<file path="src/rtl/latch_write_arbiter_if.sv">
// rtl/latch_write_arbiter_if.sv - requester and latch-bank signal bundle for latch_write_arbiter
interface latch_write_arbiter_if #(
    parameter int N     = 4,
    parameter int WIDTH = 8
);
    logic [N-1:0]       req;
    logic [N*WIDTH-1:0] wdata;
    logic [N-1:0]       grant;
    logic               busy;
    logic               done;
    logic               lat_c;
    logic [WIDTH-1:0]   lat_d;

    modport master (
        output req,
        output wdata,
        input  grant,
        input  busy,
        input  done,
        input  lat_c,
        input  lat_d
    );

    modport slave (
        input  req,
        input  wdata,
        output grant,
        output busy,
        output done,
        output lat_c,
        output lat_d
    );
endinterface

</file>
<file path="src/rtl/latch_write_arbiter.sv">
// rtl/latch_write_arbiter.sv - arbitrated set-up/open/hold sequencer for a shared D latch bank
// Define LATCH_ARB_RR_EN for round-robin arbitration; otherwise lowest index wins.
module latch_write_arbiter #(
    parameter int N           = 4,
    parameter int WIDTH       = 8,
    parameter int OPEN_CYCLES = 2
) (
    input  logic               clk,
    input  logic               clr,
    latch_write_arbiter_if.slave bus
);
    localparam int IDXW = (N > 1) ? $clog2(N) : 1;
    localparam int CW   = (OPEN_CYCLES > 1) ? $clog2(OPEN_CYCLES) : 1;

    typedef enum logic [1:0] {
        IDLE  = 2'd0,
        SETUP = 2'd1,
        OPEN  = 2'd2,
        HOLD  = 2'd3
    } state_t;

    state_t           state, state_nxt;
    logic [CW-1:0]    cnt, cnt_nxt;
    logic [WIDTH-1:0] dreg, dreg_nxt;
    logic [WIDTH-1:0] lat_d_q, lat_d_nxt;
    logic [N-1:0]     grant_q, grant_nxt;
    logic             busy_q, busy_nxt;
    logic             done_q, done_nxt;
    logic             lat_c_q, lat_c_nxt;

    logic [IDXW-1:0]  win_idx;
    logic             win_found;
    logic [WIDTH-1:0] win_data;

`ifdef LATCH_ARB_RR_EN
    logic [IDXW-1:0]  ptr, ptr_nxt;
    int               rr_idx;

    // Search starts at the pointer and wraps modulo N, so N need not be a power of two.
    always_comb begin
        win_found = 1'b0;
        win_idx   = '0;
        rr_idx    = 0;
        for (int k = 0; k < N; k++) begin
            rr_idx = int'(ptr) + k;
            if (rr_idx >= N) begin
                rr_idx = rr_idx - N;
            end
            if (!win_found && bus.req[rr_idx]) begin
                win_found = 1'b1;
                win_idx   = IDXW'(rr_idx);
            end
        end
    end

    always_comb begin
        ptr_nxt = ptr;
        if (state == IDLE && win_found) begin
            ptr_nxt = (int'(win_idx) == N - 1) ? '0 : win_idx + 1'b1;
        end
    end

    always_ff @(posedge clk) begin
        if (clr) begin
            ptr <= '0;
        end else begin
            ptr <= ptr_nxt;
        end
    end
`else
    always_comb begin
        win_found = 1'b0;
        win_idx   = '0;
        for (int k = 0; k < N; k++) begin
            if (!win_found && bus.req[k]) begin
                win_found = 1'b1;
                win_idx   = IDXW'(k);
            end
        end
    end
`endif

    assign win_data = bus.wdata[win_idx*WIDTH +: WIDTH];

    always_comb begin
        state_nxt = state;
        cnt_nxt   = cnt;
        dreg_nxt  = dreg;
        lat_d_nxt = lat_d_q;
        grant_nxt = grant_q;
        case (state)
            IDLE: begin
                if (win_found) begin
                    state_nxt          = SETUP;
                    dreg_nxt           = win_data;
                    lat_d_nxt          = win_data;
                    grant_nxt          = '0;
                    grant_nxt[win_idx] = 1'b1;
                end
            end
            SETUP: begin
                state_nxt = OPEN;
                cnt_nxt   = CW'(OPEN_CYCLES - 1);
                lat_d_nxt = dreg;
            end
            OPEN: begin
                lat_d_nxt = dreg;
                if (cnt == '0) begin
                    state_nxt = HOLD;
                end else begin
                    cnt_nxt = cnt - 1'b1;
                end
            end
            HOLD: begin
                state_nxt = IDLE;
                lat_d_nxt = dreg;
                grant_nxt = '0;
            end
            default: begin
                state_nxt = IDLE;
                grant_nxt = '0;
            end
        endcase
    end

    // Outputs are decoded from the next state so they are registered yet aligned with it.
    always_comb begin
        busy_nxt  = (state_nxt != IDLE);
        lat_c_nxt = (state_nxt == OPEN);
        done_nxt  = (state_nxt == HOLD);
    end

    always_ff @(posedge clk) begin
        if (clr) begin
            state   <= IDLE;
            cnt     <= '0;
            dreg    <= '0;
            lat_d_q <= '0;
            grant_q <= '0;
            busy_q  <= 1'b0;
            done_q  <= 1'b0;
            lat_c_q <= 1'b0;
        end else begin
            state   <= state_nxt;
            cnt     <= cnt_nxt;
            dreg    <= dreg_nxt;
            lat_d_q <= lat_d_nxt;
            grant_q <= grant_nxt;
            busy_q  <= busy_nxt;
            done_q  <= done_nxt;
            lat_c_q <= lat_c_nxt;
        end
    end

    assign bus.grant = grant_q;
    assign bus.busy  = busy_q;
    assign bus.done  = done_q;
    assign bus.lat_c = lat_c_q;
    assign bus.lat_d = lat_d_q;
endmodule

</file>
<file path="src/flat_wrapper.sv">
// flat-port wrapper written by rule: the top's interface ports become plain ports
module latch_write_arbiter_flat 
#(
    parameter int N           = 4,
    parameter int WIDTH       = 8,
    parameter int OPEN_CYCLES = 2
)
  (clk, clr, bus_req, bus_wdata, bus_grant, bus_busy, bus_done, bus_lat_c, bus_lat_d);
  latch_write_arbiter_if #(.N(N), .WIDTH(WIDTH)) bus_i ();
  input  logic clk;
  input  logic clr;
  input wire logic [$bits(bus_i.req)-1:0] bus_req;
  input wire logic [$bits(bus_i.wdata)-1:0] bus_wdata;
  output wire logic [$bits(bus_i.grant)-1:0] bus_grant;
  output wire logic [$bits(bus_i.busy)-1:0] bus_busy;
  output wire logic [$bits(bus_i.done)-1:0] bus_done;
  output wire logic [$bits(bus_i.lat_c)-1:0] bus_lat_c;
  output wire logic [$bits(bus_i.lat_d)-1:0] bus_lat_d;
  assign bus_i.req = bus_req;
  assign bus_i.wdata = bus_wdata;
  assign bus_grant = bus_i.grant;
  assign bus_busy = bus_i.busy;
  assign bus_done = bus_i.done;
  assign bus_lat_c = bus_i.lat_c;
  assign bus_lat_d = bus_i.lat_d;
  latch_write_arbiter #(.N(N), .WIDTH(WIDTH), .OPEN_CYCLES(OPEN_CYCLES)) u_core (.clk(clk), .clr(clr), .bus(bus_i));
endmodule
</file>
<file path="config.mk">
export PLATFORM = sky130hd
export DESIGN_NAME = latch_write_arbiter_flat
export DESIGN_NICKNAME = d
export VERILOG_FILES = /design/src/rtl/latch_write_arbiter_if.sv /design/src/rtl/latch_write_arbiter.sv /design/src/flat_wrapper.sv
export SDC_FILE = /design/constraint.sdc
export NUM_CORES = 1
export LEC_CHECK = 0
export ABC_CLOCK_PERIOD_IN_PS = 2000
export CAP_MARGIN = 20
export CORE_MARGIN = 4
export CORE_UTILIZATION = 43
export CTS_CLUSTER_SIZE = 25
export DETAILED_ROUTE_END_ITERATION = 8
export PLACE_DENSITY = 0.91
export SYNTH_ARGS = -nofsm -noshare
export SYNTH_HDL_FRONTEND = slang
export SYNTH_SLANG_ARGS = --single-unit
</file>
<file path="constraint.sdc">
create_clock -name clk -period 2 [get_ports clk]
set_clock_uncertainty 0.15 [all_clocks]
set_input_delay 0.4 -clock clk [delete_from_list [all_inputs] [get_ports clk]]
set_output_delay 0.4 -clock clk [all_outputs]
set_load 0.02 [all_outputs]
</file>
**After elaboration in Yosys (flattened, before gate mapping)**

Index checks and enable logic that the tools add are counted.

- Bits in registers: 26
- Word-level logic and storage cells: 50

- Add/subtract/negate cells: 1
- Magnitude comparators: 2
- Equality and inequality tests: 6
- Shift-type cells: 1
- Mux-type cells: 18
- Reduce and logical (&&, ||, !) cells: 14

Operators by type and width:

| kind | number |
|---|---|
| $shiftx 32x6->8 | 1 |
| $pmux 8 s2 | 1 |
| $eq 2x2->1 const B | 4 |
| $mux 2 | 4 |
| $mux 8 | 1 |
| $pmux 2 s4 | 1 |
| $pmux 4 s2 | 1 |
| $mux 1 | 7 |
| $reduce_bool 2->1 | 3 |
| $logic_and 1x1->1 | 4 |
| $mux 4 | 1 |
| $reduce_and 2->1 | 2 |
| $logic_not 1->1 | 3 |
| $lt 2x3->1 const B | 1 |
| $reduce_or 3->1 | 1 |
| $demux 1 s2 | 1 |
| $eq 2x1->1 const B | 1 |
| $ge 2x1->1 const B | 1 |
| $logic_not 2->1 | 1 |
| $ne 2x1->1 const B | 1 |
| $pmux 1 s2 | 1 |
| $sub 1x1->1 const B | 1 |

**Depth between registers and ports, before layout**

- Depth after elaboration: 16
- Gate-level depth with buffers: 7
- Gate-level depth less buffers: 6

**Worst setup path before layout**

OpenSTA, ideal clock, no wires.

- Path kind: input to register
- Start: input port bus_req[3]
- End: register u_core.done_q, in the netlist u_core.bus.done
- Library setup time: 0.115 ns
- Data arrival time: 1.465 ns
- Required time: 1.735 ns
- Path slack: 0.270 ns
- Stages on the path: 5
- Path buffers: 1
- Cell sequence: buf_6 -> o41a_4 -> o21bai_4 -> nor2b_4 -> and2_1

- Cells in the longest elaborated chain, start to end: 5

RTL lines:

| element | line | RTL |
|---|---|---|
| from (decl) | flat_wrapper.sv:12 | `input wire logic [$bits(bus_i.req)-1:0] bus_req;` |
| $logic_and 1x1->1 | latch_write_arbiter.sv:75 | `if (!win_found && bus.req[k]) begin` |
| $mux 1 | latch_write_arbiter.sv:75 |  |
| $mux 2 | latch_write_arbiter.sv:93 | `if (win_found) begin` |
| $pmux 2 s4 | latch_write_arbiter.sv:91 | `case (state)` |
| $eq 2x2->1 | latch_write_arbiter.sv:130 | `done_nxt = (state_nxt == HOLD);` |
| to (signal assigned) | latch_write_arbiter.sv:150 | `done_q <= done_nxt;` |
| to (decl) | latch_write_arbiter.sv:28 | `logic done_q, done_nxt;` |

No other way between the ends.
A chain may end at the register's enable or synchronous reset.

**Worst setup path in the final report**

- Start: input port bus_req[3]
- End: register u_core.lat_d_q[0], in the netlist u_core.bus.lat_d[0]

- Cells in the longest elaborated chain, start to end: 5
- Elaborated cells between the ends (all ways): 7
- Classes of those cells: eq/ne: 1; shift: 1; mux: 4; reduce/logical: 1

RTL lines:

| element | line | RTL |
|---|---|---|
| $logic_and 1x1->1 (*) | latch_write_arbiter.sv:75 |  |
| $mux 2 | latch_write_arbiter.sv:75 |  |
| $shiftx 32x6->8 | latch_write_arbiter.sv:83 | `assign win_data = bus.wdata[win_idx*WIDTH +: WIDTH];` |
| $mux 8 | latch_write_arbiter.sv:93 |  |
| $pmux 8 s2 | latch_write_arbiter.sv:91 |  |
| to (signal assigned) | latch_write_arbiter.sv:147 | `lat_d_q <= lat_d_nxt;` |
| to (decl) | latch_write_arbiter.sv:25 | `logic [WIDTH-1:0] lat_d_q, lat_d_nxt;` |

Every way passes the cells marked *; elsewhere a longest branch is shown, timed or not. The select of a mux whose other input is x is not followed.

==> out/metrics.cfg <==
[timing]
tightest_slew_ns=0.5835
finalCritPeriodShare_pct=98.39
rsz0062_at_grt=false
finalMaxSlewViolations=0
setup_viol=0
finalHoldViolations=0
max_freq_mhz=508.2
slew_headroom_pct=61.10
min_period_ns=1.968

[synthesis]
synthesis.area_sq_mm=0.001374
synth_cells=142
synth_cell_types=36
synth.top_cell.area_share_pct=37.89
ys_ff_latch=26
syn_nets=184
synth.avg_cell_area_sq_um=9.675
yosys.area.top_type=dfxtp_1
yosysSeqAreaShare_pct=37.89
synth_warnings=0
synth_edf_count=0
synth-main-ff-cell=dfxtp_1
synthArstFlopShare_pct=0
yosys-top-cells-area=dfxtp_1 (38%), nor2_1 (7.1%), a31oi_1 (5.5%)

[clocking]
cts_max_level=1
cts-buffers-inserted=3
cts_sinks=26
post_cts_buffers=0
clockRootBuffer=clkbuf_4
cts_buffer_depth=2
cts-hold-fix-buffers=0
cts_tree=yes
clk_latency_ns=0.32
clk_pin_slew_ns=0.14

[pwr]
peakVddDrop_uv=502.4
seq_power_share_pct=32.8
combPwrFrac_pct=56.5
swShare_pct=39.61
p_int_mw=1.538
p_per_area_mw_per_mm2=1225
leakage_nw=0.8099
p_switching_mw=1.009
power_mw=2.546
pwr-share-clk_pct=10.7

[place]
dp_hpwl_um=3460
gp_congestion=1.019
portBuffers=52
placed_area_sq_mm=0.002033

[die]
coreArea_sq_mm=0.003053
start_util_pct=45.00
ios=53
die_y_um=64.53
die_w_um=64.53
fp-row-count=20
dieArea_sq_mm=0.004163

[cells_and_area]
nets=250
finish.instance_area_sq_mm=0.002078
areaGrowthSynthToFinish_pct=51.27
fillers=230
final_layout_size_suffix_gt1_share_pct=17.87
fin_util_pct=68.07
diodes=0

[outcome]
status=finished clean

[worst_setup_path]
worstPathArrival_ns=2.06
critical-path-max-stage-delay_ns=0.50
crit_required_ns=2.09
cp_slowest_cell=clkdlybuf4s50_1
crit_type=in -> reg
crit_path_end_kind=register
worstPathCellList=clkdlybuf4s50_1 > nor4b_4 > buf_4 > a222oi_1 > a31oi_1 > a22o_1
crit_fanout=4
cp-start-kind=input port

[routing]
antenna_left=0
vias=1523
drcViolationCount=0
first_iter_violations=236
routedWlPerCell_um=18.26
postRouteWirelength_um=4583
drtPass1Iterations=6
routed_via_density=6.068

[grt]
grt_pass1_vias=1534
grt_max_degree=17
grt_pass1_wl_um=7403
antenna_found_initial=0
track_usage_pct=22.70
grt.overflow.total=0

[min_path]
hold_path_class=reg -> reg

[run]
maxCapViolCount=0

## what timing repair did
action	CTS	global route
gates resized for setup	1	2
endpoints found under the setup margin	12	5
pin swaps	0	5
## cells by family after synthesis
group,share of synthesized area (%)
flops,37.89
compound gates,30.06
simple gates,20.76
buf+inv,7.649
fa+ha+maj,3.643
## per-stage QoR
step                      hold slack [ns]  worst slack, ns  instances  setup TNS [ns]
final                              0.3461          0.03229        251               0
after global routing               0.3646         0.001290        251               0
after CTS                          0.3495          0.01770        251               0
after detailed placement           0.3131          -0.4288        247          -7.105
after global placement             0.3104          -0.3338        247          -5.057
after floorplan                    0.3206           0.2701        142               0
## cells in the mapped netlist, drive strengths merged, types with 4 or more instances
cell type,number
buf,9
nor2,27
nor4b,7
ha,4
a311oi,6
a31oi,13
a22o,8
a222oi,6
clkbuf,4
dfxtp,26
## cell usage in the layout (no fill, tap or decap), types with 2 or more instances in the layout
master,count
nor3_2,2
and4_1,2
clkbuf_4,3
a32oi_1,3
nor4b_1,6
a31oi_1,12
a222oi_1,6
nand2_1,2
nand2b_1,2
clkdlybuf4s50_1,51
a22o_1,8
dfxtp_1,26
a22oi_1,3
a311oi_1,6
o21ai_0,2
buf_4,20
nor2_1,26
a41oi_1,2
inv_1,3
ha_1,4
## critical path, delay by kind of cell
family | cells | cell delay [ns]
buffers and inverters | 2 | 0.67
AND/OR/NAND/NOR | 1 | 0.19
AO/OA/AOI/OAI | 3 | 0.80
## state kept, by name, indices dropped and copies added (netlist names)
register          flops
u_core.bus.lat_c      1
u_core.state          2
u_core.bus.lat_d      8
u_core.dreg           8
u_core.bus.grant      4
u_core.cnt            1
u_core.bus.busy       1
u_core.bus.done       1
## power by group through the flow
stage / Sequential, mW / Combinational [mW] / Clock [mW]
5_1_grt: 0.852 / 1.57 / 0.301
3_5_place_dp: 0.842 / 1.43 / 0
4_1_cts: 0.829 / 1.44 / 0.277
3_3_place_gp: 0.829 / 1.37 / 0
6_report: 0.834 / 1.44 / 0.273
2_1_floorplan: 0.964 / 0.803 / 0
## layout make-up
type                       count  area (sq um)  area share, %
clock buffer                   4         36.28          1.746
sequential                    26         520.5          25.05
timing repair buffer          74         704.4          33.90
multi-input combinational    100         750.7          36.12
tap                           44         55.05          2.649
inverter                       3         11.26         0.5418
## metal layers
layer / up-vias / GRT usage (%) / share of wire (%)
li1: 687 / - / -
met1: 727 / 27.24 / 40
met2: 95 / 37.89 / 48
met3: 14 / 6.066 / 9.5
met4: 0 / 10.03 / 1.8
met5: - / 0 / 0
## worst paths after layout
| path | endpoint | depth (start not counted) | slack [ns] | startpoint |
|---|---|---|---|---|
| worst max register to register | u_core.dreg[6]$_SDFFE_PP0P_ | 6 | 0.19 | u_core.state[0]$_SDFF_PP0_ |
| worst max-delay path | u_core.bus.lat_d[0]$_SDFFE_PP0P_ | 6 | 0.03 | bus_req[3] |
| worst min-delay path | u_core.bus.lat_d[1]$_SDFFE_PP0P_ | 1 | 0.35 | u_core.bus.lat_d[1]$_SDFFE_PP0P_ |
| worst min register to register | u_core.bus.lat_d[1]$_SDFFE_PP0P_ | 1 | 0.35 | u_core.bus.lat_d[1]$_SDFFE_PP0P_ |
(Power assumes the default switching activity.)
